--- src/rtl/riscv_sram_controller.sv ---
// rtl/riscv_sram_controller.sv - 32-bit bus word to byte-wide async SRAM bridge, four byte beats per access
// Optional one-word read buffer compiled in with SRAM_READ_BUFFER_EN.
module riscv_sram_controller #(
  parameter int ADDRESS_WIDTH = 18,
  parameter int WAIT_CYCLES   = 1
) (
  input  logic                     clock,
  input  logic                     reset,
  input  logic [31:0]              address,
  input  logic                     read,
  input  logic                     write,
  input  logic [31:0]              write_data,
  output logic [31:0]              read_data,
  output logic                     ready,
  output logic [31:0]              address_requested,
  output logic [ADDRESS_WIDTH-1:0] sram_address,
  output logic [7:0]               sram_data_out,
  input  logic [7:0]               sram_data_in,
  output logic                     sram_data_oe,
  output logic                     sram_we_n,
  output logic                     sram_oe_n
);
  typedef enum logic [1:0] {IDLE, SETUP, STROBE, DONE} state_t;
  localparam logic [3:0] LAST_WAIT = 4'(WAIT_CYCLES);

  state_t                   state_q, state_d;
  logic [1:0]               beat_q, beat_d;
  logic [3:0]               wait_q, wait_d;
  logic                     is_write_q, is_write_d;
  logic [31:0]              addr_q, addr_d;
  logic [31:0]              wdata_q, wdata_d;
  logic [23:0]              rword_q, rword_d;
  logic [31:0]              read_data_q, read_data_d;
  logic                     ready_q, ready_d;
  logic [31:0]              addr_req_q, addr_req_d;
  logic [ADDRESS_WIDTH-1:0] sram_address_q, sram_address_d;
  logic [7:0]               sram_dout_q, sram_dout_d;
  logic                     sram_data_oe_q, sram_data_oe_d;
  logic                     sram_we_n_q, sram_we_n_d;
  logic                     sram_oe_n_q, sram_oe_n_d;
  logic [1:0]               beat_nx;
  logic                     unused_addr_bits;
`ifdef SRAM_READ_BUFFER_EN
  logic [ADDRESS_WIDTH-3:0] buf_tag_q, buf_tag_d;
  logic [31:0]              buf_data_q, buf_data_d;
  logic                     buf_valid_q, buf_valid_d;
  logic                     buf_hit;

  assign buf_hit = buf_valid_q && (buf_tag_q == address[ADDRESS_WIDTH-1:2]);
`endif

  assign unused_addr_bits = ^address[1:0];
  assign beat_nx          = beat_q + 2'd1;

  always_comb begin
    state_d        = state_q;
    beat_d         = beat_q;
    wait_d         = wait_q;
    is_write_d     = is_write_q;
    addr_d         = addr_q;
    wdata_d        = wdata_q;
    rword_d        = rword_q;
    read_data_d    = read_data_q;
    ready_d        = 1'b0;
    addr_req_d     = addr_req_q;
    sram_address_d = sram_address_q;
    sram_dout_d    = sram_dout_q;
    sram_data_oe_d = sram_data_oe_q;
    sram_we_n_d    = sram_we_n_q;
    sram_oe_n_d    = sram_oe_n_q;
`ifdef SRAM_READ_BUFFER_EN
    buf_tag_d      = buf_tag_q;
    buf_data_d     = buf_data_q;
    buf_valid_d    = buf_valid_q;
`endif
    case (state_q)
      IDLE: begin
        if (write || read) begin
          addr_d         = {address[31:2], 2'b00};
          wdata_d        = write_data;
          is_write_d     = write;
          beat_d         = 2'd0;
          wait_d         = 4'd0;
          state_d        = SETUP;
          sram_address_d = {address[ADDRESS_WIDTH-1:2], 2'b00};
          sram_dout_d    = write_data[7:0];
          sram_data_oe_d = write;
`ifdef SRAM_READ_BUFFER_EN
          if (write) begin
            buf_valid_d = 1'b0;
          end else if (buf_hit) begin
            // Buffered word: complete straight away and leave the SRAM pins alone.
            state_d        = DONE;
            ready_d        = 1'b1;
            read_data_d    = buf_data_q;
            addr_req_d     = {address[31:2], 2'b00};
            sram_address_d = sram_address_q;
            sram_dout_d    = sram_dout_q;
            sram_data_oe_d = 1'b0;
          end
`endif
        end
      end
      SETUP: begin
        state_d     = STROBE;
        wait_d      = 4'd0;
        sram_we_n_d = !is_write_q;
        sram_oe_n_d = is_write_q;
      end
      STROBE: begin
        if (wait_q == LAST_WAIT) begin
          sram_we_n_d = 1'b1;
          sram_oe_n_d = 1'b1;
          case (beat_q)
            2'd0:    rword_d[7:0]   = sram_data_in;
            2'd1:    rword_d[15:8]  = sram_data_in;
            2'd2:    rword_d[23:16] = sram_data_in;
            default: rword_d        = rword_q;
          endcase
          if (beat_q == 2'd3) begin
            state_d        = DONE;
            ready_d        = 1'b1;
            addr_req_d     = addr_q;
            sram_data_oe_d = 1'b0;
            if (!is_write_q) begin
              read_data_d = {sram_data_in, rword_q};
`ifdef SRAM_READ_BUFFER_EN
              buf_tag_d   = addr_q[ADDRESS_WIDTH-1:2];
              buf_data_d  = {sram_data_in, rword_q};
              buf_valid_d = 1'b1;
`endif
            end
          end else begin
            state_d        = SETUP;
            beat_d         = beat_nx;
            sram_address_d = {addr_q[ADDRESS_WIDTH-1:2], beat_nx};
            sram_dout_d    = wdata_q[{beat_nx, 3'b000} +: 8];
          end
        end else begin
          wait_d = wait_q + 4'd1;
        end
      end
      default: state_d = IDLE;
    endcase
  end

  always_ff @(posedge clock) begin
    if (reset) begin
      state_q        <= IDLE;
      beat_q         <= 2'd0;
      wait_q         <= 4'd0;
      is_write_q     <= 1'b0;
      addr_q         <= 32'd0;
      wdata_q        <= 32'd0;
      rword_q        <= 24'd0;
      read_data_q    <= 32'd0;
      ready_q        <= 1'b0;
      addr_req_q     <= 32'd0;
      sram_address_q <= '0;
      sram_dout_q    <= 8'd0;
      sram_data_oe_q <= 1'b0;
      sram_we_n_q    <= 1'b1;
      sram_oe_n_q    <= 1'b1;
    end else begin
      state_q        <= state_d;
      beat_q         <= beat_d;
      wait_q         <= wait_d;
      is_write_q     <= is_write_d;
      addr_q         <= addr_d;
      wdata_q        <= wdata_d;
      rword_q        <= rword_d;
      read_data_q    <= read_data_d;
      ready_q        <= ready_d;
      addr_req_q     <= addr_req_d;
      sram_address_q <= sram_address_d;
      sram_dout_q    <= sram_dout_d;
      sram_data_oe_q <= sram_data_oe_d;
      sram_we_n_q    <= sram_we_n_d;
      sram_oe_n_q    <= sram_oe_n_d;
    end
  end

`ifdef SRAM_READ_BUFFER_EN
  always_ff @(posedge clock) begin
    if (reset) begin
      buf_tag_q   <= '0;
      buf_data_q  <= 32'd0;
      buf_valid_q <= 1'b0;
    end else begin
      buf_tag_q   <= buf_tag_d;
      buf_data_q  <= buf_data_d;
      buf_valid_q <= buf_valid_d;
    end
  end
`endif

  assign read_data         = read_data_q;
  assign ready             = ready_q;
  assign address_requested = addr_req_q;
  assign sram_address      = sram_address_q;
  assign sram_data_out     = sram_dout_q;
  assign sram_data_oe      = sram_data_oe_q;
  assign sram_we_n         = sram_we_n_q;
  assign sram_oe_n         = sram_oe_n_q;
endmodule

--- config.mk ---
export PLATFORM = sky130hd
export DESIGN_NAME = riscv_sram_controller
export DESIGN_NICKNAME = d
export VERILOG_FILES = /design/src/rtl/riscv_sram_controller.sv
export SDC_FILE = /design/constraint.sdc
export NUM_CORES = 1
export LEC_CHECK = 0
export BUFFER_PORTS_ARGS = -buffer_cell sky130_fd_sc_hd__buf_2
export CORE_UTILIZATION = 57
export CTS_CLUSTER_DIAMETER = 150
export DETAILED_ROUTE_END_ITERATION = 8
export HOLD_SLACK_MARGIN = 0.12
export PLACE_DENSITY_LB_ADDON = 0.12
export SLEW_MARGIN = 25
export SYNTH_ARGS = -nofsm -noshare
export SYNTH_HDL_FRONTEND = slang
export SYNTH_SLANG_ARGS = --single-unit
--- constraint.sdc ---
create_clock -name clock -period 6.25 [get_ports clock]
set_clock_uncertainty 0.1 [all_clocks]
set_input_delay 0.625 -clock clock [delete_from_list [all_inputs] [get_ports clock]]
set_output_delay 0.625 -clock clock [all_outputs]
set_load 0.05 [all_outputs]
* After elaboration in Yosys (flattened, before gate mapping)
Index checks and enable logic that the tools add are counted.
Word-level totals: flip-flop bits (word level) 187, input port bits 76, output and inout port bits 94, logic and storage cells 80
Operators by class: $add $sub $neg 2, equality and inequality tests 11, shift-type cells 1, multiplexer cells 27, bitwise logic cells 3, reduce and logical (&&, ||, !) cells 19
Operators with widths (number):
- two-way mux 18 bit | 3
- one-hot mux 18 bit (2 select lines) | 1
- variable part select 32 x 6 -> 8 bit | 1
- two-way mux 8 bit | 3
- one-hot mux 8 bit (2 select lines) | 1
- AND reduction 3 bit | 5
- two-way mux 2 bit | 6
- one-hot mux 4 bit (3 select lines) | 1
- AND reduction 4 bit | 3
- != test 2 bit (second input constant) | 5
- two-way mux 4 bit | 2
- == test 2 bit (second input constant) | 3
- one-hot mux 1 bit (2 select lines) | 3
- one-hot mux 2 bit (3 select lines) | 1
- AND reduction 2 bit | 3
- two-way mux 1 bit | 5
- adder 4 x 1 -> 4 bit (second input constant) | 1
- == test 2 x 1 -> 1 bit (second input constant) | 2
- == test 4 x 1 -> 1 bit (second input constant) | 1
- zero test 2 bit | 2
- one-hot mux 2 bit (2 select lines) | 1
- nonzero test 2 bit | 2
- inverter 1 bit | 3
- nonzero test 3 bit | 1
- other kinds (4) | 4

* Logic depth before layout (Yosys ltp)
depth after elaboration 5, depth in mapped cells 8, gate-level depth less buffers 6

* Worst setup path before layout
No wires, ideal clock.
path kind reg-to-reg, from register beat_q[0], to register sram_dout_q[1], in the netlist sram_data_out[1], setup time 0.139 ns, arrival time 2.350 ns, data required time 6.011 ns, setup slack 3.660 ns, cell stages (with the launch flop) 8, period minus slack after synthesis 2.590 ns, path through dfxtp_1 > clkbuf_1 > inv_1 > ha_1 > buf_2 > mux4_2 > nor2_1 > nor4_2
Between the ends: word-level cells in the longest chain between the ends 5, elaborated cells on any way between the ends 8, those cells by class 1 x add/sub; 2 x eq/ne; 1 x shift; 3 x mux; 1 x reduce/logical
Ends and longest elaborated chain:
- start: declaration | RTL line 27 | logic [1:0] beat_q, beat_d;
- start signal: assignment | RTL line 166 | beat_q <= beat_d;
- adder 2 x 1 -> 2 bit | RTL line 53 | assign beat_nx = beat_q + 2'd1;
- variable part select 32 x 6 -> 8 bit | RTL line 137 | sram_dout_d = wdata_q[{beat_nx, 3'b000} +: 8];
- two-way mux 8 bit | RTL line 120 | if (beat_q == 2'd3) begin
- two-way mux 8 bit | RTL line 111 | if (wait_q == LAST_WAIT) begin
- one-hot mux 8 bit (2 select lines) | RTL line 76 | case (state_q)
- end signal: assignment | RTL line 176 | sram_dout_q <= sram_dout_d;
- end: declaration | RTL line 37 | logic [7:0] sram_dout_q, sram_dout_d;
Several ways; a longest one is shown, not always the timed one. The select of a mux whose other input is x is not followed. A chain may end at the register's enable or synchronous reset.

* Worst setup path after layout
from register beat_q[0], to register sram_address_q[2], in the netlist sram_address[2]
Between the ends: word-level cells in the longest chain between the ends 3
Ends and longest elaborated chain:
- == test 2 bit | RTL line 120
- != test 2 bit (no line)
- AND reduction 4 bit (no line)
- end signal: assignment | RTL line 175 | sram_address_q <= sram_address_d;
- end: declaration | RTL line 36 | logic [ADDRESS_WIDTH-1:0] sram_address_q, sram_address_d;
No other way between the ends.

==> metrics <==
worst rel slew slack=34.7%; overall power=2.79 mW; H-Tree Depth=4; grt ovf=0; Layout Cells excl Fill=1,169; CTS tree=yes; ANT nets after route=0; share of the synthesized area in the top cell type=51.3%; Clock power frac=roughly 40%; commonest non-fill, non-tap cell in the layout=nand2_1; flop2flop setup slack=3.18 ns; Synth Flop Type=dfxtp_1; Post-synth EDFFs=0; NumNets Final=about 1,100; min-delay src=write_data[19]; met2 Track Usage GR=about two fifths; Hold Crit Class=primary input to register; dpl ws=3.19 ns; sequential area share after synthesis=between 50% and 60%; period utilization=49.2%; Synth Area in Simple Gates=22.7%; final setup TNS=0 ns; Worst R2R End=sram_address[2]; fin crit period=3.07 ns; number of synthesized register bits=185; dominant cell type by area after synthesis=dfxtp_1; RSZ-0062 raised after global routing=false; Hold Path End=wdata_q[19]; Worst Path Arrival=3.30 ns; switching portion of total power=26.3%; post-DP HPWL=10,100 um; Compound-Gate Fraction of Synth Area=around 15%; final core occ=71.2%; part of the power in registers=45.9%; Cells after Synth=roughly 860; most frequent cells in the layout=304 x nand2_1, 185 x dfxtp_1, 164 x buf_2, 149 x a21oi_1, 25 x nor3_1; Peak Freq=325 MHz; critical path required time=6.48 ns; Mapped Area=7220 um^2; CTS Buffer Depth=2; Wirelength per Cell=14.0 um; Slew Limit Fails=0; Num CTS Buffers=17; clk_lat worst skew=0.43 ns; Final setup viols=0; # diodes=0; RR Startpoint=beat_q[0]; net switching power=0.733 mW; Die W=115 um; Vias=6,187; max cap viols=0; slew of the pin with the lowest slew margin=just under 1 ns; Max FO, Critical Path=16; Internal=2.05 mW; clk sink count=185; Pleak=3.55 nW; cts repair resizes=0; via/cell ratio=5.29; die area=roughly 13,000 um^2; num rows=40; final worst slack=about 3.2 ns; drt pass-1 iters=5; Post-CTS Repair Setup Buffers=0; Area contributors post-synth=dfxtp_1 51%, nand2_1 16%, a21oi_1 10%; Root Driver=clkbuf_16; Final Wtd Congestion=0.758; Remaining DRCs=0; largest family of logic cells by synthesized area=simple AND/OR/NAND/NOR gates; Clk pin slew, worst setup/hold paths=~0.060 ns; Yosys Warn Count=0; Synth Area in Adders=1.04%; IO Pins=between 150 and 200; busiest metal layer after global routing=met2; Buffers on Ports=165; total core area=12,200 um^2; outcome=complete, no violations; Final Hold Viols=0; hold path depth=3; type of element capturing the critical path=register; crit path kind=register to register; pin count of the biggest net entering global routing=142; # fillers=between 1,000 and 1,500; GRT Resource Usage Total=25.1%; crit start category=register; VDD IR max=195 uV; initial core utilization=59.4%; Logic pwr share=between 10% and 20%; mux contribution to synthesized area=about 4.7%; placed insts=1,135; Layout area overhead=19.9%; CTS Hold Bufs=0; DR iter-0 viols=511; first-pass GRT wire length=26,100 um; asr flop ratio synth=0%; number of antenna violations at the first check in global routing=0; Cell Pwr Density=322 nW/um^2; met1 GRT Util=roughly a third; Syn Area/Cell=between 8 and 9 um^2; XOR/XNOR share of the synthesized area=0%; post-synth cell types=39; vias in the first global route=roughly 5,400; share of layout cells above drive strength 1=24.8%; worst r2r path cells=5; GRT met3 Usage=5.98%; Die Y=115 um; final wirelength=16,300 um
==> critical path, stage by stage, from the launching register on <==
cell and delay [ns]:
dfxtp_1 0.73, ha_1 0.45, inv_1 0.20, nand3_1 0.42, nand2_1 0.66, a211oi_1 0.40
==> sequential cells by signal, indices dropped and copies added (netlist names) <==
signal,flops
read_data,32
wdata_q,32
addr_q,30
address_requested,30
rword_q,24
sram_address,17
sram_data_out,8
wait_q,4
state_q,2
beat_q,1
is_write_q,1
ready,1
sram_data_oe,1
sram_oe_n,1
sram_we_n,1
==> metal layers <==
layer | vias to the layer above | share of wire (%)
li1 | 3112 | -
met4 | 0 | 1.6
met2 | 164 | 48
met3 | 22 | 5.0
met1 | 2889 | 46
met5 | - | 0
==> final cells by class <==
class	instances	area (um^2)	share of cell area, %
Clock buffer	21	470	5.43
Timing Repair Buffer	175	921	10.6
Inverter	7	26.3	0.303
Clock inverter	11	169	1.95
Sequential cell	185	3700	42.8
Multi-Input combinational cell	602	3160	36.5
Tap cell	168	210	2.43
==> power groups by stage <==
stage	sequential (mW)	combinational, mW	clock [mW]
finish	1.28	0.360	1.15
detailed placement	1.31	0.357	0
global placement	1.30	0.352	0
global route	1.29	0.390	1.21
CTS	1.28	0.359	1.16
floorplan	1.38	0.198	0
==> how the worst max path moves through the flow <==
| stage | start | to | slack (ns) |
|---|---|---|---|
| after floorplan | beat_q[0] | sram_data_out[1] | 3.66 |
| after global placement | beat_q[0] | sram_address[2] | 3.24 |
| after detailed placement | beat_q[0] | sram_address[2] | 3.19 |
| after CTS | beat_q[0] | sram_address[2] | 3.18 |
| after global routing | wait_q[0] | sram_address[2] | 2.89 |
| final | beat_q[0] | sram_address[2] | 3.18 |
==> cells in the mapped netlist, types with 2 or more instances <==
cell        n
dfxtp_1   185
mux4_2      8
clkbuf_1   34
nor3_2      2
inv_1       7
o211ai_1    2
o21ai_0     5
ha_1        6
nand2_1   304
buf_4       4
nor4_2      8
nor3_1     25
buf_2      24
or3_1       5
nand3_1     6
nand4_1     2
mux2i_1    16
buf_6       6
nand2b_1    2
a211oi_1    4
nor2_1     21
and3_1      3
a211oi_2   12
a21oi_1   149
a21oi_2     8
==> cell families (layout without fill, tap and decap cells) <==
group                      count (synthesis)  count (layout)
DFF                                      185             185
and+or+nand+nor                          384             384
adders and majority gates                  6               6
other                                      1               2
muxes                                     24              24
buffers and inverters                     76             214
AOI/OAI and AO/OA                        186             186
==> metrics by stage <==
stage	instance area (um^2)	hold WS, ns
global route	8660	0.326
CTS	8630	0.322
detailed placement	7990	0.343
global placement	7990	0.338
floorplan	7230	0.332
finish	8660	0.330
Note: power is estimated with default switching activity, not from simulation.
